`config.mk`:
```
export PLATFORM = sky130hd
export DESIGN_NAME = blackjack_auto_player
export DESIGN_NICKNAME = d
export VERILOG_FILES = /design/src/rtl/blackjack_pkg.sv /design/src/rtl/blackjack_auto_policy.sv /design/src/rtl/blackjack_auto_player.sv
export SDC_FILE = /design/constraint.sdc
export NUM_CORES = 1
export LEC_CHECK = 0
export CAP_MARGIN = 20
export CELL_PAD_IN_SITES_DETAIL_PLACEMENT = 0
export CELL_PAD_IN_SITES_GLOBAL_PLACEMENT = 1
export CORE_UTILIZATION = 39
export CTS_CLUSTER_DIAMETER = 60
export CTS_CLUSTER_SIZE = 30
export DETAILED_ROUTE_END_ITERATION = 7
export PLACE_DENSITY = 0.85
export SLEW_MARGIN = 30
export SYNTH_ARGS = -nofsm -noshare
export SYNTH_HDL_FRONTEND = slang
export SYNTH_HIERARCHICAL = 1
export SYNTH_SLANG_ARGS = --single-unit
```
`constraint.sdc`:
```
create_clock -name clk -period 2.3 [get_ports clk]
set_input_delay 0.23 -clock clk [delete_from_list [all_inputs] [get_ports clk]]
set_output_delay 0.23 -clock clk [all_outputs]
set_load 0.1 [all_outputs]
```
`src/rtl/blackjack_pkg.sv`:
```
// rtl/blackjack_pkg.sv - shared types and constants for the blackjack auto player
package blackjack_pkg;

    typedef enum logic [1:0] {
        ST_IDLE      = 2'd0,
        ST_THINK     = 2'd1,
        ST_ANSWER    = 2'd2,
        ST_WAIT_DROP = 2'd3
    } state_t;

    localparam logic [1:0] RES_LOSS = 2'b00;
    localparam logic [1:0] RES_WIN  = 2'b01;
    localparam logic [1:0] RES_PUSH = 2'b10;

    localparam logic [3:0] UP_ACE   = 4'd1;
    localparam logic [3:0] UP_TEN   = 4'd10;
    localparam logic [4:0] BJ_LIMIT = 5'd21;

    // Invalid upcard codes (0, 11..15) are played as a ten.
    function automatic logic [3:0] norm_up(input logic [3:0] up);
        return ((up == 4'd0) || (up > UP_TEN)) ? UP_TEN : up;
    endfunction

endpackage

```
`src/rtl/blackjack_auto_policy.sv`:
```
// rtl/blackjack_auto_policy.sv - combinational hit/stand decision; AUTO_PLAYER_BASIC_STRATEGY_EN selects the basic-strategy table
module blackjack_auto_policy
    import blackjack_pkg::*;
#(
    parameter int STAND_AT = 17
) (
    input  logic [4:0] i_total,
    input  logic       i_soft,
    input  logic [3:0] i_up,
    output logic       o_hit
);

`ifdef AUTO_PLAYER_BASIC_STRATEGY_EN
    localparam int unused_stand_at = STAND_AT;

    logic [3:0] w_up;
    logic       w_table_hit;

    assign w_up = norm_up(i_up);

    always_comb begin
        w_table_hit = 1'b0;
        if (!i_soft) begin
            if (i_total <= 5'd11)
                w_table_hit = 1'b1;
            else if (i_total == 5'd12)
                w_table_hit = !((w_up >= 4'd4) && (w_up <= 4'd6));
            else if (i_total <= 5'd16)
                w_table_hit = !((w_up >= 4'd2) && (w_up <= 4'd6));
        end else begin
            if (i_total <= 5'd17)
                w_table_hit = 1'b1;
            else if (i_total == 5'd18)
                w_table_hit = (w_up >= 4'd9) || (w_up == UP_ACE);
        end
    end

    assign o_hit = (i_total < BJ_LIMIT) && w_table_hit;
`else
    logic w_unused;

    assign w_unused = ^{i_soft, i_up};
    assign o_hit    = (i_total < BJ_LIMIT) && (int'(i_total) < STAND_AT);
`endif

endmodule

```
`src/rtl/blackjack_auto_player.sv`:
```
// rtl/blackjack_auto_player.sv - automated blackjack player: answers decision requests and keeps result tallies
// Optional basic-strategy policy enabled by AUTO_PLAYER_BASIC_STRATEGY_EN.
module blackjack_auto_player
    import blackjack_pkg::*;
#(
    parameter int STAND_AT     = 17,
    parameter int THINK_CYCLES = 4
) (
    input  logic       clk,
    input  logic       rst,
    input  logic       ena,
    input  logic       req_valid,
    input  logic [4:0] player_total,
    input  logic       player_soft,
    input  logic [3:0] dealer_up,
    output logic       hit_pulse,
    output logic       stand_pulse,
    output logic       busy,
    input  logic       result_valid,
    input  logic [1:0] result,
    output logic [7:0] wins,
    output logic [7:0] losses,
    output logic [7:0] pushes
);

    localparam logic [7:0] THINK_LOAD = 8'(THINK_CYCLES - 1);

    state_t     r_state;
    logic [7:0] r_cnt;
    logic [4:0] r_total;
    logic       r_soft;
    logic [3:0] r_up;
    logic       r_hit;
    logic       r_stand;
    logic       r_busy;
    logic [7:0] r_wins;
    logic [7:0] r_losses;
    logic [7:0] r_pushes;
    logic       w_hit;

    blackjack_auto_policy #(
        .STAND_AT (STAND_AT)
    ) u_policy (
        .i_total (r_total),
        .i_soft  (r_soft),
        .i_up    (r_up),
        .o_hit   (w_hit)
    );

    always_ff @(posedge clk) begin
        if (rst) begin
            r_state <= ST_IDLE;
            r_cnt   <= 8'd0;
            r_total <= 5'd0;
            r_soft  <= 1'b0;
            r_up    <= 4'd0;
            r_hit   <= 1'b0;
            r_stand <= 1'b0;
            r_busy  <= 1'b0;
        end else begin
            // Pulses last one cycle; a frozen ANSWER re-emits once ena returns.
            r_hit   <= 1'b0;
            r_stand <= 1'b0;
            if (ena) begin
                case (r_state)
                    ST_IDLE: begin
                        if (req_valid) begin
                            r_total <= player_total;
                            r_soft  <= player_soft;
                            r_up    <= dealer_up;
                            r_cnt   <= THINK_LOAD;
                            r_state <= ST_THINK;
                            r_busy  <= 1'b1;
                        end
                    end
                    ST_THINK: begin
                        if (!req_valid) begin
                            r_cnt   <= 8'd0;
                            r_state <= ST_IDLE;
                            r_busy  <= 1'b0;
                        end else if (r_cnt == 8'd0) begin
                            r_state <= ST_ANSWER;
                        end else begin
                            r_cnt <= r_cnt - 8'd1;
                        end
                    end
                    ST_ANSWER: begin
                        r_hit   <= w_hit;
                        r_stand <= !w_hit;
                        r_state <= ST_WAIT_DROP;
                    end
                    ST_WAIT_DROP: begin
                        if (!req_valid) begin
                            r_state <= ST_IDLE;
                            r_busy  <= 1'b0;
                        end
                    end
                    default: begin
                        r_state <= ST_IDLE;
                        r_busy  <= 1'b0;
                    end
                endcase
            end
        end
    end

    always_ff @(posedge clk) begin
        if (rst) begin
            r_wins   <= 8'd0;
            r_losses <= 8'd0;
            r_pushes <= 8'd0;
        end else if (ena && result_valid) begin
            case (result)
                RES_WIN:  if (r_wins   != 8'hFF) r_wins   <= r_wins   + 8'd1;
                RES_LOSS: if (r_losses != 8'hFF) r_losses <= r_losses + 8'd1;
                RES_PUSH: if (r_pushes != 8'hFF) r_pushes <= r_pushes + 8'd1;
                default: ;
            endcase
        end
    end

    assign hit_pulse   = r_hit;
    assign stand_pulse = r_stand;
    assign busy        = r_busy;
    assign wins        = r_wins;
    assign losses      = r_losses;
    assign pushes      = r_pushes;

endmodule

```
After elaboration in Yosys (flattened, before gate mapping). Cells that the tools add are included.

Register bits: 42. Latch bits: 0. Bits in writable memories: 0. Memory bits (read-only): 0. Input port bits: 17. Output and inout bits: 27. Logic and storage cells: 59. Memories kept: 0.

$add $sub $neg: 4. $mul: 0. Div/mod/pow operators: 0. $lt $le $gt $ge: 2. Eq/ne operators: 13. Shift-type cells: 0. Multiplexer cells: 12. Bitwise gates (word level): 2. Reduce and logical (&&, ||, !) cells: 17.

Operator list (count): 8-bit by 1-bit adder with 8-bit output, second input constant (3); 8-bit 2-to-1 mux (3); 8-bit != test, second input constant (3); 8-bit one-hot mux with 2 select lines (1); 3-bit AND reduction (4); 4-bit AND reduction (3); 5-bit < comparator, second input constant (2); 8-bit zero test (1); 2-bit 2-to-1 mux (4); 2-bit one-hot mux with 4 select lines (1); 8-bit by 1-bit subtractor with 8-bit output, second input constant (1); 2-bit equality test, second input constant (3); 2-bit != test, second input constant (3); 3-bit != test, second input constant (2); 2-bit by 1-bit equality test with 1-bit output, second input constant (2); 2-bit zero test (2); 2-bit nonzero test (2); 3-bit OR reduction (1); 1-bit logical AND (2); 1-bit 2-to-1 mux (2); 1-bit inverter (2); 1-bit one-hot mux with 2 select lines (1); 2-bit OR reduction (1); 1-bit zero test (1).

Longest topological paths before layout. Gate-level depths: netlist (run 1).

Depth in word-level cells: 4. Mapped depth: 6.

Hierarchy. The synthesis (run 1) kept the hierarchy.

By module, submodules not included: blackjack_auto_player (times used 1, cells an instance 256, area each 2253.4 um^2, seq. area each 940.9 um^2); blackjack_auto_policy (times used 1, cells an instance 1, area each 16.3 um^2, seq. area each 0.0 um^2).

Worst setup path before layout (run 1). Ideal clock, no wire load.

Path kind: register to register. Start point: register r_wins[0], in the netlist wins[0]. End point: register r_wins[6], in the netlist wins[6]. Setup time: 0.121 ns. Arrival time: 2.082 ns. Required time: 2.179 ns. Setup slack: 0.098 ns. Cell stages (with the launch flop): 6. Buffers on the path: 0. Path through: dfxtp_1 -> ha_1 -> nand2_1 -> a211oi_1 -> nand4_1 -> mux2_2.

Cells in the longest elaborated chain, start to end: 2. Elaborated cells on any way between the ends: 3. Those cells by class: add/sub (1); eq/ne (1); reduce/logical (1).

Ends and longest elaborated chain: from (decl) (line blackjack_auto_player.sv:36) `logic [7:0] r_wins;`; from (signal assigned) (line blackjack_auto_player.sv:114) `RES_WIN: if (r_wins != 8'hFF) r_wins <= r_wins + 8'd1;`; parallel branches: the longest is 2 deep, another holds 8-bit by 1-bit adder with 8-bit output.

Several ways; the timed one is not identified. A chain may end at the register's enable or synchronous reset.

Final worst setup path (run 1).
Start point: register r_cnt[0]. End point: register r_cnt[4].

Cells in the longest elaborated chain, start to end: 4. Elaborated cells on any way between the ends: 7. Those cells by class: add/sub (1); eq/ne (1); mux (3); reduce/logical (2).

Ends and longest elaborated chain: from (decl) (line blackjack_auto_player.sv:29) `logic [7:0] r_cnt;`; from (signal assigned) (line blackjack_auto_player.sv:84) `r_cnt <= r_cnt - 8'd1;`; 8-bit by 1-bit subtractor with 8-bit output (line blackjack_auto_player.sv:84); 8-bit 2-to-1 mux (line blackjack_auto_player.sv:81) `end else if (r_cnt == 8'd0) begin`; 8-bit 2-to-1 mux (line blackjack_auto_player.sv:77) `if (!req_valid) begin`; 8-bit one-hot mux with 2 select lines (line blackjack_auto_player.sv:65) `case (r_state)`.

Parallel ways exist; a longest one is shown, timed or not. The select of a mux whose other input is x is not followed.

==> results.json, run 1 <==
{
  "status": "finished, final reports clean",
  "dieArea_mm2": 0.00570,
  "ys_warn_count": 6,
  "htreeDepth": 2,
  "num_vias": 1860,
  "grt_max_degree": 20,
  "tritoncts": "yes",
  "antenna_cells": 0,
  "grt.overflow.total": 0,
  "start_util_pct": 41.0,
  "synthCells": 237,
  "cellPowerDensity_mw_per_mm2": 588,
  "path_clk_slew_ps": 80,
  "grt_pass1_vias": 1561,
  "max_freq_mhz": 536,
  "drc": 0,
  "hold_class": "flop to flop",
  "clockBufferDepth": 2,
  "nNetsFinal": 299,
  "cp_max_fo": 7,
  "drtAntennaViolNets": 0,
  "cp-end-kind": "flop",
  "placed_cell_area_mm2": 0.00250,
  "io_pins": 44,
  "clk_latency_ps": 290,
  "rsz0062_at_grt": "false",
  "ctsHoldBuffers": 0,
  "grt_pass1_wl_um": 7000,
  "crit_type": "flop to flop",
  "numCtsBuffers": 5,
  "area_growth_pct": 22.8,
  "portBuffers": 38,
  "setup_viol": 0,
  "place_hpwl_um": 3150,
  "setup_tns_ps": 0,
  "required_ps": 2530,
  "cts_root_buf": "clkbuf_8",
  "vdd_drop_max_mv": 0.370,
  "place_congestion": 0.816,
  "worst_pin_slew_ps": 436,
  "coreArea_mm2": 0.00514,
  "fin_crit_ps": 1870,
  "final_area_mm2": 0.00259,
  "syn_nets": 259,
  "drt_first_pass_iters": 4,
  "critPathLaunchType": "flop",
  "wl_per_cell_um": 12.7,
  "slew_viol_final": 0,
  "antenna_found_initial": 0,
  "fp.dieH_um": 75.5,
  "drive_gt1_share_pct": 16.9,
  "power.leakage_uw": 0.000980,
  "p_total_uw": 1520,
  "max-cap-violations": 0,
  "die_w_um": 75.5,
  "viasPerCell": 5.34,
  "clock_sinks": 42,
  "hold_viol": 0,
  "wl_um": 4410,
  "drtIter0Drc": 72,
  "rows": 26,
  "period_share_pct": 81.1,
  "cts_resized": 0,
  "post_cts_buffers": 0,
  "grtUsageTotal_pct": 16.2,
  "syn_area_per_cell_um2": 8.89,
  "reg2reg_depth": 6,
  "skew_ps": 4.48,
  "min_path_cells": 2,
  "arrival_ps": 2090,
  "synth_area_mm2": 0.00211,
  "r2r_slack_ps": 430,
  "relSlewSlack_pct": 70.5
}
[final timing paths]
| check | from | to |
|---|---|---|
| max reg2reg | r_cnt[0]$_SDFFE_PP0P_ | r_cnt[4]$_SDFFE_PP0P_ |
| min reg2reg | r_total[4]$_SDFFE_PP0P_ | stand_pulse$_SDFF_PP0_ |
| max | r_cnt[0]$_SDFFE_PP0P_ | r_cnt[4]$_SDFFE_PP0P_ |
| min | r_total[4]$_SDFFE_PP0P_ | stand_pulse$_SDFF_PP0_ |
[metrics by stage]
| stage | hold slack [ps] | util (%) | instances | setup WS (ps) |
|---|---|---|---|---|
| final | 458 | 50.3 | 348 | 434 |
| after global placement | 445 | 48.6 | 340 | 297 |
| after detailed placement | 450 | 48.6 | 340 | 255 |
| after floorplan | 366 | - | 237 | 97.6 |
| after global routing | 475 | 50.3 | 348 | 311 |
| after CTS | 459 | 50.3 | 348 | 433 |
[cell usage in the layout (no fill, tap or decap), types with 4 or more instances in the layout]
cell type / n
ha_1: 5
and4_1: 5
mux2i_1: 4
xnor2_1: 6
a211oi_1: 6
clkbuf_8: 6
a31oi_1: 4
dfxtp_1: 42
buf_4: 32
o21ai_0: 5
nor3_1: 7
inv_1: 8
nand2_1: 22
nand4_1: 5
and3_1: 4
clkdlybuf4s50_1: 11
nand3_1: 5
nand2b_1: 4
a21oi_1: 20
nor2_1: 26
[flip-flops by register name, summed over array words and instances, names as in the netlist, named ones only]
register     count
r_total          5
pushes           8
stand_pulse      1
losses           8
wins             8
busy             1
r_state          1
hit_pulse        1
r_cnt            8
[cell type report]
cell class | instances | area, um2
Fill cell | 516 | 2550
Multi-Input combinational cell | 177 | 1190
Sequential cell | 42 | 841
Timing Repair Buffer | 43 | 350
Tap cell | 70 | 87.6
Clock buffer | 7 | 86.3
Inverter | 8 | 30.0
Clock inverter | 1 | 5.00
[worst max-delay path: stages, from the launching register on]
cell and delay, ps:
dfxtp_1 390, inv_1 90, ha_1 200, nor4bb_4 190
a311oi_2 320, or4b_1 460, a21oi_1 150
[metal layers]
layer	track usage, %	wire [um]
met5	0	0
met1	22.1	2230
met4	5.56	34
met3	5.69	153
met2	23.9	1990
[power by group]
| group | internal [uW] | leakage [uW] | switching [uW] |
|---|---|---|---|
| clock | 242 | 0.0000482 | 250 |
| combinational | 105 | 0.000592 | 137 |
| sequential | 753 | 0.000340 | 33.9 |
| total | 1100 | 0.000980 | 421 |
No activity file was read; power rests on OpenSTA's default activity.
==> run 2, diff against run 1 <==
==> constraint.sdc (replaced) <==
create_clock -name clk -period 1.8 [get_ports clk]
set_input_delay 0.18 -clock clk [delete_from_list [all_inputs] [get_ports clk]]
set_output_delay 0.18 -clock clk [all_outputs]
set_load 0.1 [all_outputs]
==> results.json, run 2 (synthesized netlist as in run 1, its figures left out) <==
{
  "rows": 26,
  "grt_pass1_wl_um": 7780,
  "relSlewSlack_pct": 69.7,
  "io_pins": 44,
  "m1WireLength_um": 2310,
  "drt_first_pass_iters": 4,
  "worstHoldStart": "player_total[2]",
  "hold_class": "input port to flop",
  "drc": 0,
  "antenna_cells": 0,
  "period_share_pct": 93.8,
  "hold_viol": 0,
  "status": "finished, final reports clean",
  "dr_wl_met2_um": 2090,
  "skew_ps": 3.96,
  "grt_max_degree": 20,
  "wl_um": 4730,
  "clk_latency_ps": 300,
  "max_freq_mhz": 593,
  "path_clk_slew_ps": 80,
  "clock_sinks": 42,
  "cellPowerDensity_mw_per_mm2": 729,
  "viasPerCell": 5.31,
  "drtIter0Drc": 84,
  "setup_viol": 0,
  "slowest_stage": "or4b_1",
  "worst_pin_slew_ps": 452,
  "dp_slack_ps": -94.9,
  "ctsHoldBuffers": 0,
  "grt.overflow.total": 0,
  "final_area_mm2": 0.00278,
  "met3WireLength_um": 280,
  "placed_cell_area_mm2": 0.00266,
  "fin_ws_ps": 112,
  "r2r_slack_ps": 110,
  "coreArea_mm2": 0.00514,
  "max-cap-violations": 0,
  "tritoncts": "yes",
  "crit_buf_inv": 1,
  "wl_per_cell_um": 12.9,
  "reg2reg_depth": 6,
  "die_w_um": 75.5,
  "grt_pass1_vias": 1727,
  "slew_viol_final": 0,
  "fp.dieH_um": 75.5,
  "p_total_uw": 2030,
  "area_growth_pct": 32.0,
  "cp_cell_sequence": "inv_1 -> ha_1 -> nor4bb_4 -> a31o_4 -> or4b_1 -> a21oi_2",
  "fin_crit_ps": 1690,
  "layout_commonest_cell": "buf_4",
  "drive_gt1_share_pct": 31.8,
  "portBuffers": 38,
  "holdWs_ps": 419,
  "min_path_cells": 3,
  "nNetsFinal": 317,
  "drtAntennaViolNets": 0,
  "worstReg2RegStart": "r_cnt[1]$_SDFFE_PP0P_",
  "grtUsageTotal_pct": 18.0,
  "layout_common_cells": "buf_4 (50), nor2_1 (26), nand2_1 (22), dfxtp_2 (22)",
  "htreeDepth": 2,
  "setup_tns_ps": 0,
  "cp_max_fo": 6,
  "start_util_pct": 41.0,
  "arrival_ps": 1930,
  "place_congestion": 0.757,
  "max_stage_delay_ps": 520,
  "path_delay_family": "simple AND/OR/NAND/NOR gates",
  "clockBufferDepth": 2,
  "power.leakage_uw": 0.00108,
  "highest_layer": "met4",
  "numCtsBuffers": 5,
  "critPathLaunchType": "flop",
  "min_to": "r_total[2]$_SDFFE_PP0P_",
  "num_vias": 1942,
  "place_hpwl_um": 3420,
  "dieArea_mm2": 0.00570,
  "r2r-end": "r_cnt[7]$_SDFFE_PP0P_",
  "required_ps": 2040,
  "crit_type": "flop to flop",
  "vdd_drop_max_mv": 0.287,
  "cp-end-kind": "flop",
  "cts_root_buf": "clkbuf_8",
  "antenna_found_initial": 0
}
==> run 2: cell count changes in the layout (fill, tap and decap cells not counted), moves of 2 or more <==
cell / change
dfxtp_1: -24
dfxtp_2: +22
buf_4: +18
a21oi_1: -2
a21oi_2: +2
dfxtp_4: +2
==> run 2: through the flow <==
| step | util, % | cells |
|---|---|---|
| final | 54.1 | 366 |
| after global routing | 54.1 | 366 |
| after CTS | 53.7 | 366 |
| after detailed placement | 51.8 | 358 |
| after global placement | 51.8 | 358 |
| after floorplan | - | 237 |
==> run 2: report_power, final <==
group	internal (uW)	switching [uW]	total [uW]	leakage, uW
Combinational	173	196	369	0.000684
Sequential	961	41.5	1000	0.000353
Clock	309	348	656	0.0000472
Total	1440	585	2030	0.00108
==> run 2: repair_timing <==
action | 4_1_cts | 5_1_grt
buffers inserted | 0 | 0
endpoints found under the setup margin | 0 | 5
gates resized for setup | 0 | 7
==> run 2: worst max path at each step <==
stage / cells past startpoint / end / start / slack [ps]
after floorplan: 5 / wins[6]$_SDFFE_PP0P_ / wins[0]$_SDFFE_PP0P_ / -6
after global placement: 6 / r_cnt[7]$_SDFFE_PP0P_ / ena / -70
after detailed placement: 6 / r_cnt[4]$_SDFFE_PP0P_ / ena / -90
after CTS: 6 / r_cnt[4]$_SDFFE_PP0P_ / r_cnt[1]$_SDFFE_PP0P_ / 10
after global routing: 6 / r_cnt[7]$_SDFFE_PP0P_ / r_cnt[1]$_SDFFE_PP0P_ / -2
final: 6 / r_cnt[7]$_SDFFE_PP0P_ / r_cnt[1]$_SDFFE_PP0P_ / 110
==> run 2: worst min-delay path, stage by stage <==
cell	delay, ps
clkdlybuf4s50_1	400
nand2_1	50
a21oi_1	50
==> run 2: cell type report <==
class | instances | area (um2)
clock buffers | 6 | 82.6
clock inverters | 2 | 12.5
fillers | 538 | 2360
inverters | 8 | 30.0
multi-input cells | 177 | 1210
flip-flops and latches | 42 | 876
well taps | 70 | 87.6
repair buffers | 61 | 485
==> run 2: per-layer routing <==
| metal | GRT usage [%] | vias to the layer above |
|---|---|---|
| met5 | 0 | - |
| met4 | 4.94 | 0 |
| met3 | 6.22 | 6 |
| met2 | 28.9 | 43 |
| met1 | 23.0 | 899 |
| li1 | - | 994 |
==> run 3, diff against run 2 <==
--- a/config.mk
+++ b/config.mk
@@ -8,11 +8,11 @@
 export CAP_MARGIN = 20
 export CELL_PAD_IN_SITES_DETAIL_PLACEMENT = 0
 export CELL_PAD_IN_SITES_GLOBAL_PLACEMENT = 1
-export CORE_UTILIZATION = 39
+export CORE_UTILIZATION = 42
 export CTS_CLUSTER_DIAMETER = 60
 export CTS_CLUSTER_SIZE = 30
 export DETAILED_ROUTE_END_ITERATION = 7
-export PLACE_DENSITY = 0.85
+export PLACE_DENSITY = 0.9
 export SLEW_MARGIN = 30
 export SYNTH_ARGS = -nofsm -noshare
 export SYNTH_HDL_FRONTEND = slang
==> constraint.sdc (replaced) <==
create_clock -name clk -period 2.1 [get_ports clk]
set_input_delay 0.42 -clock clk [delete_from_list [all_inputs] [get_ports clk]]
set_output_delay 0.42 -clock clk [all_outputs]
set_load 0.1 [all_outputs]
==> results.json, run 3 (synthesized netlist as in run 1, its figures left out) <==
{
  "status": "finished, final reports clean",
  "path_clk_slew_ps": 80,
  "vdd_drop_max_mv": 0.356,
  "io_pins": 44,
  "htreeDepth": 2,
  "fin_crit_ps": 1890,
  "relSlewSlack_pct": 69.6,
  "cp_max_fo": 11,
  "dr_wl_met2_um": 1950,
  "grt_max_degree": 14,
  "fillers": 452,
  "dp_cells": 347,
  "ctsHoldBuffers": 0,
  "dp_slack_ps": -68.4,
  "hold_viol": 0,
  "antenna_cells": 0,
  "worst_pin_slew_ps": 453,
  "wl_um": 4310,
  "power.leakage_uw": 0.00104,
  "m1WireLength_um": 2110,
  "start_util_pct": 44.0,
  "area_growth_pct": 28.0,
  "layout_common_cells": "buf_4 (41), dfxtp_1 (36), nor2_1 (26), nand2_1 (22), a21oi_1 (20)",
  "drc": 0,
  "placed_cell_area_mm2": 0.00259,
  "max-cap-violations": 0,
  "nNetsFinal": 309,
  "die_w_um": 72.8,
  "place_hpwl_um": 3130,
  "hold_class": "flop to flop",
  "dieArea_mm2": 0.00530,
  "arrival_ps": 2100,
  "multi_input_area_mm2": 0.00119,
  "grt_pass1_vias": 1705,
  "cts_resized": 0,
  "rows": 25,
  "coreArea_mm2": 0.00479,
  "critPathLaunchType": "input port",
  "grt.overflow.total": 0,
  "setup_viol": 0,
  "skew_ps": 7.39,
  "rsz0062_at_grt": "false",
  "cp-end-kind": "flop",
  "wl_per_cell_um": 12.1,
  "drtIter0Drc": 89,
  "drt_first_pass_iters": 4,
  "final_cells": 355,
  "max_freq_mhz": 530,
  "final_area_mm2": 0.00270,
  "clockBufferDepth": 2,
  "fp.dieH_um": 72.8,
  "highest_layer": "met4",
  "period_share_pct": 89.9,
  "antenna_found_initial": 0,
  "setup_tns_ps": 0,
  "clock_sinks": 42,
  "required_ps": 2320,
  "ff_latch_area_um2": 848,
  "layout_commonest_cell": "buf_4",
  "grt_pass1_wl_um": 7370,
  "cellPowerDensity_mw_per_mm2": 664,
  "place_congestion": 0.767,
  "grtUsageTotal_pct": 17.5,
  "numCtsBuffers": 5,
  "met3WireLength_um": 185,
  "num_vias": 1884,
  "drtAntennaViolNets": 0,
  "cts_root_buf": "clkbuf_8",
  "portBuffers": 38,
  "crit_type": "input port to flop",
  "clk_latency_ps": 300,
  "viasPerCell": 5.31,
  "fin_ws_ps": 213,
  "post_cts_buffers": 0,
  "tritoncts": "yes",
  "drive_gt1_share_pct": 21.9,
  "slew_viol_final": 0
}
==> run 3: area by class of cell <==
class	count	area share, %
clock buffer	6	2.69
tap	67	3.11
clock inverter	2	1.39
sequential	42	31.4
timing repair buffer	53	16.2
inverter	8	1.11
multi-input combinational	177	44.0
==> run 3: metrics by stage <==
stage	hold WS, ps	power, uW	util (%)
6_report	452	1790	56.4
5_1_grt	487	1880	56.4
4_1_cts	461	1810	56.4
3_5_place_dp	448	1170	54.1
3_3_place_gp	444	1160	54.1
2_1_floorplan	425	1080	-
==> run 3: critical path: stages <==
cell and delay, ps:
clkdlybuf4s50_1 520, buf_4 200, nand4bb_1 220, nor3_1 360
buf_4 170, nor2_1 30, nor3_1 160
==> run 3: per-layer routing <==
| layer | up-vias | GRT usage (%) |
|---|---|---|
| li1 | 979 | - |
| met1 | 865 | 23.0 |
| met2 | 33 | 27.8 |
| met3 | 7 | 4.28 |
| met4 | 0 | 6.75 |
| met5 | - | 0 |
==> run 3: where the power goes <==
group | switching [uW] | internal [uW]
logic | 154 | 131
clock network | 288 | 355
registers | 37.4 | 826
total | 479 | 1310
==> run 3: path summary, 6_finish.rpt <==
path / end / from / cells past startpoint / slack [ps]
worst max-delay path: losses[5]$_SDFFE_PP0P_ / ena / 7 / 210
worst min-delay path: stand_pulse$_SDFF_PP0_ / r_total[4]$_SDFFE_PP0P_ / 2 / 450
worst max register to register: r_cnt[7]$_SDFFE_PP0P_ / r_cnt[0]$_SDFFE_PP0P_ / 6 / 230
worst min register to register: stand_pulse$_SDFF_PP0_ / r_total[4]$_SDFFE_PP0P_ / 2 / 450
